`config.mk`:
```
export PLATFORM = sky130hd
export DESIGN_NAME = sample_source_flat
export DESIGN_NICKNAME = d
export VERILOG_FILES = /design/src/rtl/sample_source_pkg.sv /design/src/rtl/sample_source_if.sv /design/src/rtl/sample_ram.sv /design/src/rtl/sample_source.sv /design/src/flat_wrapper.sv
export SDC_FILE = /design/constraint.sdc
export NUM_CORES = 1
export LEC_CHECK = 0
export CORE_MARGIN = 3
export CORE_UTILIZATION = 62
export CTS_CLUSTER_DIAMETER = 150
export DETAILED_ROUTE_END_ITERATION = 8
export GPL_ROUTABILITY_DRIVEN = 0
export HOLD_SLACK_MARGIN = 0.05
export PLACE_DENSITY = 0.8
export SLEW_MARGIN = 20
export SYNTH_ARGS = -nofsm -noshare
export SYNTH_HDL_FRONTEND = slang
export SYNTH_SLANG_ARGS = --single-unit
```
`constraint.sdc`:
```
create_clock -name clk -period 3.01 [get_ports clk]
set_input_delay 0.903 -clock clk [delete_from_list [all_inputs] [get_ports clk]]
set_output_delay 0.903 -clock clk [all_outputs]
set_load 0.05 [all_outputs]
```
`src/rtl/sample_source_pkg.sv`:
```
// Shared types and default sizes for the sample playback source.
package sample_source_pkg;

  localparam int N     = 16;
  localparam int DEPTH = 32;
  localparam int AW    = $clog2(DEPTH);
  localparam int DIV_W = 8;

  typedef enum logic {
    IDLE = 1'b0,
    PLAY = 1'b1
  } state_t;

endpackage

```
`src/rtl/sample_source_if.sv`:
```
// Control, write-port and playback-output bundle of the sample source.
interface sample_source_if;
  import sample_source_pkg::*;

  logic             wr_en;
  logic [AW-1:0]    wr_addr;
  logic [N-1:0]     wr_data;
  logic             start;
  logic             stop;
  logic             loop_en;
  logic [AW-1:0]    last_addr;
  logic [DIV_W-1:0] rate_div;
  logic [N-1:0]     data_out;
  logic             sample_valid;
  logic             busy;
  logic             done;
  logic             wr_err;

  modport master (
    output wr_en, wr_addr, wr_data, start, stop, loop_en, last_addr, rate_div,
    input  data_out, sample_valid, busy, done, wr_err
  );

  modport slave (
    input  wr_en, wr_addr, wr_data, start, stop, loop_en, last_addr, rate_div,
    output data_out, sample_valid, busy, done, wr_err
  );

endinterface

```
`src/rtl/sample_ram.sv`:
```
// DxW sample store: one synchronous write port, one registered read port, 1-cycle read latency.
// No backpressure; read-during-write to the same address returns the old word.
module sample_ram
  import sample_source_pkg::*;
#(
  parameter int W = N,
  parameter int D = DEPTH,
  parameter int A = AW
) (
  input  logic         clk,
  input  logic         we_i,
  input  logic [A-1:0] waddr_i,
  input  logic [W-1:0] wdata_i,
  input  logic [A-1:0] raddr_i,
  output logic [W-1:0] rdata_o
);

  logic [W-1:0] mem [D];
  logic [W-1:0] rdata_q;

  always_ff @(posedge clk) begin
    if (we_i) begin
      mem[waddr_i] <= wdata_i;
    end
    rdata_q <= mem[raddr_i];
  end

  assign rdata_o = rdata_q;

endmodule

```
`src/rtl/sample_source.sv`:
```
// Plays stored samples at a programmable rate; first sample 2 cycles after start, then every rate_div+1.
// No backpressure: the consumer must take every sample_valid pulse; writes while playing are rejected.
module sample_source
  import sample_source_pkg::*;
(
  input  logic            clk,
  input  logic            reset,
  sample_source_if.slave  bus
);

  state_t           state_q;
  logic             loop_q;
  logic [AW-1:0]    last_q;
  logic [DIV_W-1:0] rate_q;
  logic [DIV_W-1:0] div_q;
  logic [AW-1:0]    addr_q;
  logic [AW-1:0]    addr_d;
  logic [N-1:0]     data_q;
  logic             valid_q;
  logic             done_q;
  logic             wr_err_q;
  logic [N-1:0]     rdata;
  logic             tc;
  logic             at_last;
  logic             ram_we;

  // The RAM is addressed with the next address so its output already holds
  // the sample due at the next terminal count, even when rate_div is 0.
  always_comb begin
    tc      = (state_q == PLAY) && (div_q == rate_q);
    at_last = (addr_q == last_q);
    addr_d  = addr_q;
    if (state_q == IDLE || bus.stop) begin
      addr_d = '0;
    end else if (tc) begin
      addr_d = at_last ? '0 : addr_q + AW'(1);
    end
  end

  assign ram_we = bus.wr_en && (state_q == IDLE);

  sample_ram #(.W(N), .D(DEPTH), .A(AW)) u_ram (
    .clk     (clk),
    .we_i    (ram_we),
    .waddr_i (bus.wr_addr),
    .wdata_i (bus.wr_data),
    .raddr_i (addr_d),
    .rdata_o (rdata)
  );

  always_ff @(posedge clk or negedge reset) begin
    if (!reset) begin
      state_q  <= IDLE;
      loop_q   <= 1'b0;
      last_q   <= '0;
      rate_q   <= '0;
      div_q    <= '0;
      addr_q   <= '0;
      data_q   <= '0;
      valid_q  <= 1'b0;
      done_q   <= 1'b0;
      wr_err_q <= 1'b0;
    end else begin
      valid_q  <= 1'b0;
      done_q   <= 1'b0;
      wr_err_q <= bus.wr_en && (state_q == PLAY);
      addr_q   <= addr_d;
      case (state_q)
        IDLE: begin
          data_q <= '0;
          if (bus.start) begin
            state_q <= PLAY;
            loop_q  <= bus.loop_en;
            last_q  <= bus.last_addr;
            rate_q  <= bus.rate_div;
            // Preloading the terminal count emits mem[0] on the first PLAY cycle.
            div_q   <= bus.rate_div;
          end
        end
        PLAY: begin
          if (bus.stop) begin
            state_q <= IDLE;
            done_q  <= 1'b1;
            data_q  <= '0;
            div_q   <= '0;
          end else if (tc) begin
            valid_q <= 1'b1;
            data_q  <= rdata;
            div_q   <= '0;
            if (at_last && !loop_q) begin
              state_q <= IDLE;
              done_q  <= 1'b1;
            end
          end else begin
            div_q <= div_q + DIV_W'(1);
          end
        end
        default: state_q <= IDLE;
      endcase
    end
  end

  assign bus.data_out     = data_q;
  assign bus.sample_valid = valid_q;
  assign bus.busy         = (state_q == PLAY);
  assign bus.done         = done_q;
  assign bus.wr_err       = wr_err_q;

endmodule
```
`src/flat_wrapper.sv`:
```
// flat-port wrapper written by rule: the top's interface ports become plain ports
module sample_source_flat import sample_source_pkg::*;
  (clk, reset, bus_wr_en, bus_wr_addr, bus_wr_data, bus_start, bus_stop, bus_loop_en, bus_last_addr, bus_rate_div, bus_data_out, bus_sample_valid, bus_busy, bus_done, bus_wr_err);
  sample_source_if bus_i ();
  input  logic clk;
  input  logic reset;
  input wire logic [$bits(bus_i.wr_en)-1:0] bus_wr_en;
  input wire logic [$bits(bus_i.wr_addr)-1:0] bus_wr_addr;
  input wire logic [$bits(bus_i.wr_data)-1:0] bus_wr_data;
  input wire logic [$bits(bus_i.start)-1:0] bus_start;
  input wire logic [$bits(bus_i.stop)-1:0] bus_stop;
  input wire logic [$bits(bus_i.loop_en)-1:0] bus_loop_en;
  input wire logic [$bits(bus_i.last_addr)-1:0] bus_last_addr;
  input wire logic [$bits(bus_i.rate_div)-1:0] bus_rate_div;
  output wire logic [$bits(bus_i.data_out)-1:0] bus_data_out;
  output wire logic [$bits(bus_i.sample_valid)-1:0] bus_sample_valid;
  output wire logic [$bits(bus_i.busy)-1:0] bus_busy;
  output wire logic [$bits(bus_i.done)-1:0] bus_done;
  output wire logic [$bits(bus_i.wr_err)-1:0] bus_wr_err;
  assign bus_i.wr_en = bus_wr_en;
  assign bus_i.wr_addr = bus_wr_addr;
  assign bus_i.wr_data = bus_wr_data;
  assign bus_i.start = bus_start;
  assign bus_i.stop = bus_stop;
  assign bus_i.loop_en = bus_loop_en;
  assign bus_i.last_addr = bus_last_addr;
  assign bus_i.rate_div = bus_rate_div;
  assign bus_data_out = bus_i.data_out;
  assign bus_sample_valid = bus_i.sample_valid;
  assign bus_busy = bus_i.busy;
  assign bus_done = bus_i.done;
  assign bus_wr_err = bus_i.wr_err;
  sample_source u_core (.clk(clk), .reset(reset), .bus(bus_i));
endmodule
```
Yosys cells after proc, flatten, opt, wreduce, memory -nomap -nowiden
Memory sizes are Yosys's and may differ from the RTL's. A register that Yosys moved wholly into a read port is not among the register bits.
Cells that the tools add are included.
{ "word_totals": {"regBits": 47, "ram_bits": 512, "in_bits": 40, "output_inout_bits": 20, "elab_cells": 49, "mem_count": 1} }
{ "memory_table": {"columns": ["name", "depth", "word_bits", "rd", "rd_ports_with_merged_regs", "wr", "line_no", "source"], "rows": [
  ["u_core.u_ram.mem", 32, 16, 1, 1, 1, "sample_ram.sv:18", "logic [W-1:0] mem [D];"]
]} }
{ "classes": {"n_addsub": 2, "eq_ne": 4, "muxes": 24, "n_bitwise": 1, "n_reduce_logical": 7} }
{ "op_table": {"columns": ["operator", "n"], "rows": [
  ["16-bit 2-to-1 mux", 2],
  ["16-bit one-hot mux with 2 select lines", 1],
  ["8-bit 2-to-1 mux", 3],
  ["8-bit one-hot mux with 2 select lines", 1],
  ["5-bit 2-to-1 mux", 3],
  ["1-bit 2-to-1 mux", 13],
  ["8-bit by 1-bit adder with 8-bit output (second input constant)", 1],
  ["8-bit == test", 1],
  ["5-bit by 1-bit adder with 5-bit output (second input constant)", 1],
  ["5-bit == test", 1],
  ["1-bit logical AND", 4],
  ["3-bit != test (second input constant)", 1],
  ["2-bit != test (second input constant)", 1],
  ["1-bit one-hot mux with 2 select lines", 1],
  ["2-bit AND reduction", 1],
  ["1-bit logical NOT", 1],
  ["1-bit logical OR", 1],
  ["1-bit NOT", 1]
]} }

Logic depth before layout (Yosys ltp)
{ "depth": {"ltp_word": 6, "ltp_mapped": 14} }

Hierarchy
Synthesis repeated with hierarchy kept, for this count alone.
{ "unflattened": {"cells_unflattened": 1352, "area_unflattened_um2": 22695.5} }
{ "modules_own_cells": {"columns": ["module", "n_inst", "cells_per_inst", "area_per_inst_um2", "seq_area_each_um2"], "rows": [
  ["sample_ram", 1, 1143, 20535.9, 15695.1],
  ["sample_source", 1, 209, 2159.6, 1176.1]
]} }

Worst setup path after synthesis
OpenSTA, ideal clock, no wires.
{ "synth_path": {"kind": "input port to flip-flop", "from": "in bus_stop", "to": "reg u_core.u_ram.rdata_q[4], in the netlist u_core.u_ram.rdata_o[4], read port of u_core.u_ram.mem", "setup_ns": 0.116, "arrival_ns": 2.709, "required_ns": 2.894, "slack_ns": 0.184, "stages": 13, "cell_sequence": "nor2b_1 buf_2 and2_1 a21boi_4 a31oi_4 inv_2 buf_4 buf_2 buf_2 o21ai_0 a31oi_1 o21ai_0 a41o_1"} }
{ "synth_between": {"elab_chain_cells": 2} }
{ "synth_rtl": {"columns": ["element", "line_no", "source"], "rows": [
  ["start: declaration", "flat_wrapper.sv:11", "input wire logic [$bits(bus_i.stop)-1:0] bus_stop;"],
  ["1-bit logical OR", "sample_source.sv:33", "if (state_q == IDLE || bus.stop) begin"],
  ["5-bit 2-to-1 mux", "sample_source.sv:33", null],
  ["end: declaration", "sample_ram.sv:19", "logic [W-1:0] rdata_q;"]
]} }
Every way passes these cells.
A chain may end at the register's enable or synchronous reset.

Worst setup path after layout
{ "layout_path": {"from": "reg u_core.div_q[7]", "to": "reg u_core.u_ram.rdata_q[15], in the netlist u_core.u_ram.rdata_o[15], read port of u_core.u_ram.mem"} }
{ "layout_between": {"elab_chain_cells": 4} }
{ "layout_rtl": {"columns": ["element", "line_no", "source"], "rows": [
  ["start: declaration", "sample_source.sv:15", "logic [DIV_W-1:0] div_q;"],
  ["start signal: assignment", "sample_source.sv:77", "div_q <= bus.rate_div;"],
  ["start signal: assignment", "sample_source.sv:95", "div_q <= div_q + DIV_W'(1);"],
  ["8-bit == test", "sample_source.sv:30", "tc = (state_q == PLAY) && (div_q == rate_q);"],
  ["1-bit logical AND", "sample_source.sv:30", null],
  ["5-bit 2-to-1 mux", "sample_source.sv:35", "end else if (tc) begin"],
  ["5-bit 2-to-1 mux", "sample_source.sv:33", null]
]} }
Every way passes these cells.

==> metrics <==
outcome finished, final reports clean; Worst setup EP type flop; Slew Limit Fails 0; antenna viol nets, final 0; Total GRT Usage 0.343; highest achievable clock rate between 300 and 400 MHz; Final Critical Period approximately 3 ns; global-route wire length before repair 111000 um; slew at the pin with the worst max-slew slack between 0.6 and 0.7 ns; Die Y 207 um; Setup WS pre-CTS -0.811 ns; row count a little over 70; I/O Pins 60; CP Class flop to flop; # clock sinks 575; routed wire length per instance 26.6 um; initial antenna violation count 3; Relative slew margins 0.583; gr ovfl total 0; Layout Utilization 0.765; min setup slack post-route 0.00540 ns; Total Wirelength approximately 74000 um; sequential element share of the synthesized area 0.675; Post-Syn Nets about 2100; placed wire-length estimate 45200 um; clk root buf clkbuf_16; leakage power 10.7 nW; Synth Area per Inst between 10 and 15 um2; peak supply drop a little under 0.0006 V; Worst Skew 0.0130 ns; number of setup violations in the final report 0; Layout Area Growth over Synthesis 20.0%; Crit Path Max Fanout 14; critical path arrival 3.57 ns; Core Box Area a little under 40000 um2; die width between 200 and 250 um; H-Tree Depth 2; DRC viols 0; Cells after Synth approximately 2000; flop2flop setup slack approximately 0.0054 ns; clk_lat worst skew just over 0.6 ns; Seq cells post-synth 575; CTS clock-pin slew for the worst setup and hold paths ~0.060 ns; final hold viol count 0; # diodes 0; post-synth cell types 75; most frequent cells in the layout edfxtp_1, nand2_1, buf_4, nor2_1, nor3_1; Hold Path Class primary input to async pin; router iterations before antenna repair 7; Via density about 7; Post-CTS Hold Buffers 0; leading cell type in the layout, fill and taps excluded edfxtp_1; Final #Nets ~2300; Finished Layout Cells around 2800; CTS buffer count 56; ys flop type edfxtp_1; PwrDens slightly below 600 nW/um2; fin area about 30000 um2; DRT iter0 DRCs about 3200; placed cell area 27800 um2; Post-synth EDFFs a little over 500; CTS tree done; vias in the first global route 19000; fill count 2271; CTS Buffer Depth 3; Synth async-reset ratio 0.0817; # port buffers 59; largest net degree at the start of global routing 65; Worst Setup Start Kind flop; period utilization 0.998; via count just under 20000; die footprint ~43000 um2; footprint of the multi-input gates about 7600 um2; setup TNS 0 ns; DP Cell Count roughly 2700; layout cells sized above 1 0.174; Synth Cell Area between 20000 and 25000 um2; register area 16900 um2; synth warn 0; max cap viols 0; Initial Util 0.638; Worst Path Required about 3.6 ns
[cells in the mapped netlist (7+ instances only)]
cell | number | area share
dfxtp_1 | 16 | 0.013
o21ai_0 | 79 | 0.016
o22ai_1 | 52 | 0.013
a221oi_1 | 32 | 0.011
nor4_1 | 7 | 0.0018
o22a_1 | 38 | 0.013
nor3_1 | 104 | 0.021
buf_4 | 8 | 0.0024
and3_1 | 43 | 0.011
mux2i_1 | 31 | 0.012
edfxtp_1 | 512 | 0.62
o311ai_0 | 27 | 0.0095
a21boi_0 | 7 | 0.0021
clkbuf_1 | 74 | 0.011
buf_1 | 13 | 0.0020
nand4_1 | 18 | 0.0045
dfrtp_1 | 47 | 0.047
a211oi_1 | 18 | 0.0054
o211ai_1 | 21 | 0.0063
nand3_1 | 47 | 0.0094
a22oi_1 | 14 | 0.0042
nand2_1 | 280 | 0.042
nor2_1 | 173 | 0.026
a22o_1 | 8 | 0.0028
a21oi_1 | 91 | 0.018
inv_1 | 7 | 0.0011
o221ai_1 | 28 | 0.0098
a31oi_1 | 17 | 0.0043
xnor2_1 | 9 | 0.0032
buf_2 | 60 | 0.012
or3_1 | 26 | 0.0065
o41ai_1 | 7 | 0.0025
[sequential cells by signal, summed over array words and instances, names as in the netlist]
| signal | cells |
|---|---|
| u_core.u_ram.rdata_o | 16 |
| u_core.last_q | 5 |
| u_core.addr_q | 5 |
| u_core.bus.busy | 1 |
| u_core.rate_q | 8 |
| u_core.bus.sample_valid | 1 |
| u_core.bus.data_out | 16 |
| u_core.bus.wr_err | 1 |
| u_core.div_q | 8 |
| u_core.bus.done | 1 |
| u_core.loop_q | 1 |
| u_core.u_ram.mem | 512 |
[through the flow]
| step | hold WS, ns | power (mW) |
|---|---|---|
| after detailed placement | 0.440 | 10.6 |
| after global placement | 0.435 | 10.5 |
| after global routing | 0.309 | 17.8 |
| final | 0.289 | 17.4 |
| after floorplan | 0.412 | 9.86 |
| after CTS | 0.287 | 17.2 |
[metal layers]
| layer | vias up | track usage | part of all wire |
|---|---|---|---|
| met5 | - | 0 | 0.00036 |
| met1 | 9433 | 0.463 | 0.35 |
| met3 | 326 | 0.0717 | 0.13 |
| li1 | 8187 | - | - |
| met2 | 1598 | 0.541 | 0.47 |
| met4 | 4 | 0.164 | 0.048 |
[power breakdown]
part           internal, mW  switching [mW]  leakage (nW)
Sequential             8.81          0.0998          5.36
Combinational         0.667            1.02          4.43
Clock                  3.86            2.93         0.877
[area by class of cell]
| type | instances | area share |
|---|---|---|
| repair buffers | 302 | 0.102 |
| inverters | 12 | 0.00192 |
| flip-flops and latches | 575 | 0.563 |
| multi-input cells | 1281 | 0.252 |
| clock inverters | 25 | 0.00580 |
| well taps | 518 | 0.0216 |
| clock buffers | 78 | 0.0533 |
[what timing repair did]
item	4_1_cts	5_1_grt
buffers inserted	4	10
resized for setup	8	60
gates cloned	0	2
setup endpoints to repair	15	16
pin swaps	3	17
[critical path, cell delays in order (launching register included)]
cell and delay (ns):
dfrtp_1 0.42, xnor2_2 0.21, and4_4 0.32, buf_12 0.12
a21boi_4 0.06, a31oi_4 0.23, clkinv_4 0.13, buf_4 0.22
a221oi_1 0.29, o21ai_0 0.17, a21boi_2 0.18, o211ai_1 0.37
a41o_1 0.23
[cells by family after synthesis]
kind of cell	count (synthesis)	share of synthesized area
AO/OA/AOI/OAI	492	0.138
XOR/XNOR	15	0.00556
adder cells (fa/ha/maj)	2	0.00100
buffers and inverters	169	0.0303
flip-flops	575	0.675
multiplexers	37	0.0151
AND/OR/NAND/NOR	735	0.134
[path summary, 6_finish.rpt]
kind,startpoint,cells past startpoint,to
min reg2reg,u_core.u_ram.rdata_o[10]$_DFF_P_,2,u_core.bus.data_out[10]$_DFFE_PN0P_
max,u_core.div_q[7]$_DFFE_PN0P_,12,u_core.u_ram.rdata_o[15]$_DFF_P_
min,reset,1,u_core.rate_q[3]$_DFFE_PN0P_
max in group asynchronous,reset,2,u_core.bus.done$_DFF_PN0_
max reg2reg,u_core.div_q[7]$_DFFE_PN0P_,12,u_core.u_ram.rdata_o[15]$_DFF_P_
min in group clk,u_core.u_ram.rdata_o[10]$_DFF_P_,2,u_core.bus.data_out[10]$_DFFE_PN0P_
(Power assumes the default switching activity.)
